$ cat config.mk
export PLATFORM = sky130hd
export DESIGN_NAME = fht_unload
export DESIGN_NICKNAME = d
export VERILOG_FILES = /design/src/rtl/fht_unload.sv
export SDC_FILE = /design/constraint.sdc
export NUM_CORES = 1
export LEC_CHECK = 0
export CAP_MARGIN = 20
export CORE_AREA = 10 10 122 124
export DETAILED_ROUTE_END_ITERATION = 8
export DIE_AREA = 0 0 132 134
export GPL_TIMING_DRIVEN = 0
export HOLD_SLACK_MARGIN = 0.06
export PLACE_DENSITY = 0.84
export SLEW_MARGIN = 5
export SYNTH_ARGS = -nofsm -noshare
export SYNTH_HDL_FRONTEND = slang
export SYNTH_SLANG_ARGS = --single-unit
$ cat constraint.sdc
create_clock -name iCLK -period 10.35 [get_ports iCLK]
set_clock_uncertainty 0.1 [all_clocks]
set_input_delay 1.035 -clock iCLK [delete_from_list [all_inputs] [get_ports iCLK]]
set_output_delay 1.035 -clock iCLK [all_outputs]
set_load 0.005 [all_outputs]
$ cat src/rtl/fht_unload.sv
// Result read-out engine for the FHT core: walks the four result banks row by row
// (natural or bit-reversed order) and serialises each row onto a valid/ready stream.
module fht_unload #(
    parameter int D_BIT  = 22,
    parameter int A_BIT  = 8,
    parameter int RD_LAT = 2
) (
    input  logic               iCLK,
    input  logic               iRESET,
    input  logic               iSTART,
    input  logic               iBIT_REV,
    output logic [A_BIT-1:0]   oADDR_RD,
    input  logic [D_BIT-1:0]   iDATA_0,
    input  logic [D_BIT-1:0]   iDATA_1,
    input  logic [D_BIT-1:0]   iDATA_2,
    input  logic [D_BIT-1:0]   iDATA_3,
    output logic [D_BIT-1:0]   oDATA,
    output logic               oVALID,
    input  logic               iREADY,
    output logic [A_BIT+1:0]   oIDX,
    output logic               oLAST,
    output logic               oBUSY,
    output logic               oDONE
);

    localparam int CW = 3;

    typedef enum logic [1:0] {ST_IDLE, ST_WAIT, ST_SEND, ST_FIN} state_t;

    state_t           state_r, state_s;
    logic             rev_r, rev_s;
    logic [A_BIT-1:0] row_r, row_s;
    logic [1:0]       bank_r, bank_s;
    logic [CW-1:0]    cnt_r, cnt_s;
    logic [D_BIT-1:0] latch_r [4];
    logic [D_BIT-1:0] latch_s [4];
    logic [A_BIT-1:0] addr_r, addr_s;
    logic [D_BIT-1:0] data_r, data_s;
    logic             valid_r, valid_s;
    logic [A_BIT+1:0] idx_r, idx_s;
    logic             last_r, last_s;
    logic             busy_r, busy_s;
    logic             done_r, done_s;

    logic [1:0]       nb_s;
    logic [A_BIT-1:0] row_inc_s;
    logic             row_last_s;

    function automatic logic [A_BIT-1:0] bitrev(input logic [A_BIT-1:0] v);
        logic [A_BIT-1:0] r;
        r = '0;
        for (int i = 0; i < A_BIT; i++) begin
            r[A_BIT-1-i] = v[i];
        end
        return r;
    endfunction

    assign nb_s       = bank_r + 2'd1;
    assign row_inc_s  = row_r + {{(A_BIT-1){1'b0}}, 1'b1};
    assign row_last_s = (row_r == {A_BIT{1'b1}});

    // Next-state and next-output computation; every output is a flop loaded from here.
    always_comb begin
        state_s = state_r;
        rev_s   = rev_r;
        row_s   = row_r;
        bank_s  = bank_r;
        cnt_s   = cnt_r;
        addr_s  = addr_r;
        data_s  = data_r;
        valid_s = valid_r;
        idx_s   = idx_r;
        last_s  = last_r;
        busy_s  = busy_r;
        done_s  = 1'b0;
        for (int i = 0; i < 4; i++) begin
            latch_s[i] = latch_r[i];
        end
        case (state_r)
            ST_IDLE: begin
                if (iSTART) begin
                    rev_s   = iBIT_REV;
                    row_s   = '0;
                    addr_s  = '0;
                    busy_s  = 1'b1;
                    cnt_s   = CW'(RD_LAT);
                    state_s = ST_WAIT;
                end else begin
                    state_s = ST_IDLE;
                end
            end
            ST_WAIT: begin
                cnt_s = cnt_r - 3'd1;
                // The edge on which the counter hits zero is the one where read data is valid.
                if (cnt_r == 3'd1) begin
                    latch_s[0] = iDATA_0;
                    latch_s[1] = iDATA_1;
                    latch_s[2] = iDATA_2;
                    latch_s[3] = iDATA_3;
                    bank_s     = 2'd0;
                    valid_s    = 1'b1;
                    data_s     = iDATA_0;
                    idx_s      = {row_r, 2'b00};
                    last_s     = 1'b0;
                    state_s    = ST_SEND;
                end else begin
                    state_s = ST_WAIT;
                end
            end
            ST_SEND: begin
                if (!iREADY) begin
                    state_s = ST_SEND;
                end else if (bank_r != 2'd3) begin
                    bank_s = nb_s;
                    data_s = latch_r[nb_s];
                    idx_s  = {row_r, nb_s};
                    last_s = row_last_s && (nb_s == 2'd3);
                end else if (!row_last_s) begin
                    row_s   = row_inc_s;
                    addr_s  = rev_r ? bitrev(row_inc_s) : row_inc_s;
                    cnt_s   = CW'(RD_LAT);
                    valid_s = 1'b0;
                    state_s = ST_WAIT;
                end else begin
                    valid_s = 1'b0;
                    last_s  = 1'b0;
                    done_s  = 1'b1;
                    state_s = ST_FIN;
                end
            end
            ST_FIN: begin
                busy_s  = 1'b0;
                addr_s  = '0;
                state_s = ST_IDLE;
            end
            default: begin
                state_s = ST_IDLE;
            end
        endcase
    end

    // State and output registers, cleared asynchronously.
    always_ff @(posedge iCLK or posedge iRESET) begin
        if (iRESET) begin
            state_r <= ST_IDLE;
            rev_r   <= 1'b0;
            row_r   <= '0;
            bank_r  <= 2'd0;
            cnt_r   <= '0;
            addr_r  <= '0;
            data_r  <= '0;
            valid_r <= 1'b0;
            idx_r   <= '0;
            last_r  <= 1'b0;
            busy_r  <= 1'b0;
            done_r  <= 1'b0;
            for (int i = 0; i < 4; i++) begin
                latch_r[i] <= '0;
            end
        end else begin
            state_r <= state_s;
            rev_r   <= rev_s;
            row_r   <= row_s;
            bank_r  <= bank_s;
            cnt_r   <= cnt_s;
            addr_r  <= addr_s;
            data_r  <= data_s;
            valid_r <= valid_s;
            idx_r   <= idx_s;
            last_r  <= last_s;
            busy_r  <= busy_s;
            done_r  <= done_s;
            for (int i = 0; i < 4; i++) begin
                latch_r[i] <= latch_s[i];
            end
        end
    end

    assign oADDR_RD = addr_r;
    assign oDATA    = data_r;
    assign oVALID   = valid_r;
    assign oIDX     = idx_r;
    assign oLAST    = last_r;
    assign oBUSY    = busy_r;
    assign oDONE    = done_r;

endmodule
==> flow_summary.yaml <==
sta:
  drv_slew: 0
  relSlewSlack_pct: 52.5
  tightest_slew_ns: 0.712
  rsz0062_at_grt: "no"
  holdWs_ns: 0.400
  setup_tns_ns: 0
  finalCriticalPeriod_ns: 3.05
  fmax_mhz: 328
  hold_violations: 0
  fin_crit_sh_pct: 29.5
  finalSetupViolCount: 0
synthesis:
  synth_cells: 512
  syn_area_um2: 6750
  synth_edf_count: 0
  yosysWarnings: 0
  synthMuxAreaShare_pct: 27.5
  synth_top_flop_cell: "dfrtp_1"
  synthTopCellsByCount: "dfrtp_1, mux2_2, nand2_1"
  syn_nets: 610
  ys_types: 49
  synthAdderAreaFrac_pct: 0.927
  synth-seq-cells: 146
  synth_most_common_cell: "dfrtp_1"
  post-synth-top-area-cell: "dfrtp_1"
  yosysSeqAreaShare_pct: 54.2
  synth_xor_area_share_pct: 0.390
  synth_top_family_by_area: "multiplexers"
  netlist_top_cells_area: "dfrtp_1, mux2_2, mux4_2"
  synth-compound-area-share_pct: 7.36
  avgSynthCellArea_um2: 13.2
  synthSimpleGateAreaFrac_pct: 6.31
  synth.top_cell.area_share_pct: 54.2
  synthArstFlopShare_pct: 100
setup_path:
  max_stage_delay_ns: 0.58
  crit_buf_inv: 4
  worst_r2r_startpoint: "bank_r[0]"
  reg2reg_to: "oDATA[13]"
  r2r_setup_slack_ns: 7.30
  cp-start-kind: "flop"
  crit_top_cell: "buf_2"
  r2r_cells: 8
  setup.worst_path.end_class: "flop"
  crit_chain: "buf_2 > buf_2 > inv_1 > ha_1 > buf_1 > mux4_2 > mux2i_1 > o21ai_0"
  cp.depth: 8
  cp_top_family: "buffers and inverters"
  slowest_stage: "buf_1"
  arrival_ns: 3.24
  worstSetupPathType: "flop to flop"
  path_max_fanout: 10
  required_ns: 10.54
clock_tree:
  clk_path_buf_depth: 2
  clock_latency_ns: 0.43
  clk_pin_slew_ns: 0.06
  ctsResizeCount: 0
  cts-buffers-inserted: 17
  clockRootBuffer: "clkbuf_16"
  post_cts_buffers: 0
  h-tree-depth: 4
  cts_sinks: 146
  hold_buffers: 0
  cts_tree: "built"
grt:
  busiest_layer: "met2"
  met2_usage_pct: 37.2
  groute.layer.met3.usage_pct: 5.49
  grt_pass1_wl_mm: 29.0
  grt_usage_pct: 20.8
  grt_pass1_vias: 5398
  grt_max_degree: 89
  use_met1_pct: 22.9
  grt_overflow_total: 0
  antenna_found_initial: 0
route:
  dr.pass1.iters: 5
  drt_iter0_markers: 475
  postRouteAntennaNets: 0
  drc: 0
  dr_total_vias: 4967
  wire_per_inst_um: 21.5
  routed_wl_mm: 18.3
  viasPerCell: 5.82
final_layout:
  n_antenna_cell: 0
  fin_cells: 853
  drive_above_1_share_pct: 27.5
  area_growth_pct: 33.8
  fin_util_pct: 72.4
  fillers: 838
  nets: 766
floorplan:
  start_util_pct: 54.1
  ioPinCount: 137
  die_height_um: 134
  fp.coreArea_um2: 12500
  rows: 41
  die_w_um: 132
  die-area_um2: 17700
worst_hold_path:
  hold_path.class: "flop to flop"
  hold_end: "oDATA[2]"
  min-delay-start: "oDATA[2]"
  hold_depth: 2
place:
  dp.final_hpwl_mm: 13.0
  dp_cells: 821
  gp_congestion: 0.890
  port_buffers: 136
power:
  power.leakage_nw: 3.86
  power_per_cell_area_nw_per_um2: 284
  peakVddDrop_uv: 160
status:
  status: "completed"
flow_run:
  drv_cap: 0
-- state kept, by name, indices dropped and copies added, names as in the netlist --
name,count
oIDX,9
cnt_r,3
bank_r,1
oDONE,1
latch_r,88
row_r,8
oBUSY,1
oLAST,1
rev_r,1
state_r,2
oVALID,1
oADDR_RD,8
oDATA,22
-- stage by stage --
step	instance area (µm²)	power, W	worst slack, ns
after floorplan	6750	0.00154	5.29
after global placement	8320	0.00181	3.49
after detailed placement	8350	0.00187	7.33
after CTS	9030	0.00257	7.26
after global routing	9030	0.00270	7.08
final	9030	0.00256	7.30
-- tightest hold or removal path: cells and delay by family (launching register included) --
kind,cells,cell delay (ns)
flops,1,0.35
simple gates,1,0.05
compound gates,1,0.06
-- cell type report --
class                      instances  area, µm²  share of cell area [%]
sequential                       146       3650                    40.5
multi-input combinational        320       2870                    31.8
timing repair buffer             137       1390                    15.4
clock buffer                      23        498                    5.52
tap                              172        215                    2.38
buffer                            37        190                    2.11
clock inverter                     9        174                    1.93
inverter                           9       38.8                   0.430
-- where the power goes --
part / switching, W / internal [W] / total, W
clock: 0.000236 / 0.000459 / 0.000695
sequential: 0.000137 / 0.000806 / 0.000943
combinational: 0.000396 / 0.000530 / 0.000925
-- cells by family after synthesis --
kind of cell               after synthesis
DFF                                    146
muxes                                  145
and+or+nand+nor                         89
AOI/OAI and AO/OA                       78
buffers and inverters                   46
adders and majority gates                5
xor gates and xnor gates                 3
-- layout by cell type, fill, tap and decap left out, types with 13 or more instances in the layout --
cell,synthesis,final
dfrtp_1,146,146
clkdlybuf4s50_1,0,136
nand2_1,44,44
clkbuf_16,0,17
o21ai_0,41,41
mux4_2,22,22
mux2i_1,25,25
nor2_1,13,13
mux2_2,96,96
buf_2,23,23
-- metal layers --
layer  vias up  part of all wire (%)  wire length, µm
li1       2171                     -                -
met1      2529                    38             7020
met2       223                    52             9550
met5         -                     0                0
met4         0                   2.8              511
met3        44                   6.7             1230
-- how the worst max path moves through the flow --
stage                   to  slack, ns      start
2_1_floorplan    bank_r[0]       5.29     iRESET
3_3_place_gp   latch_r[47]       3.49     iRESET
3_5_place_dp      oDATA[9]       7.33  bank_r[0]
4_1_cts          oDATA[13]       7.26  bank_r[0]
5_1_grt          oDATA[13]       7.08  bank_r[0]
6_report         oDATA[13]       7.30  bank_r[0]
(Power assumes the default switching activity.)
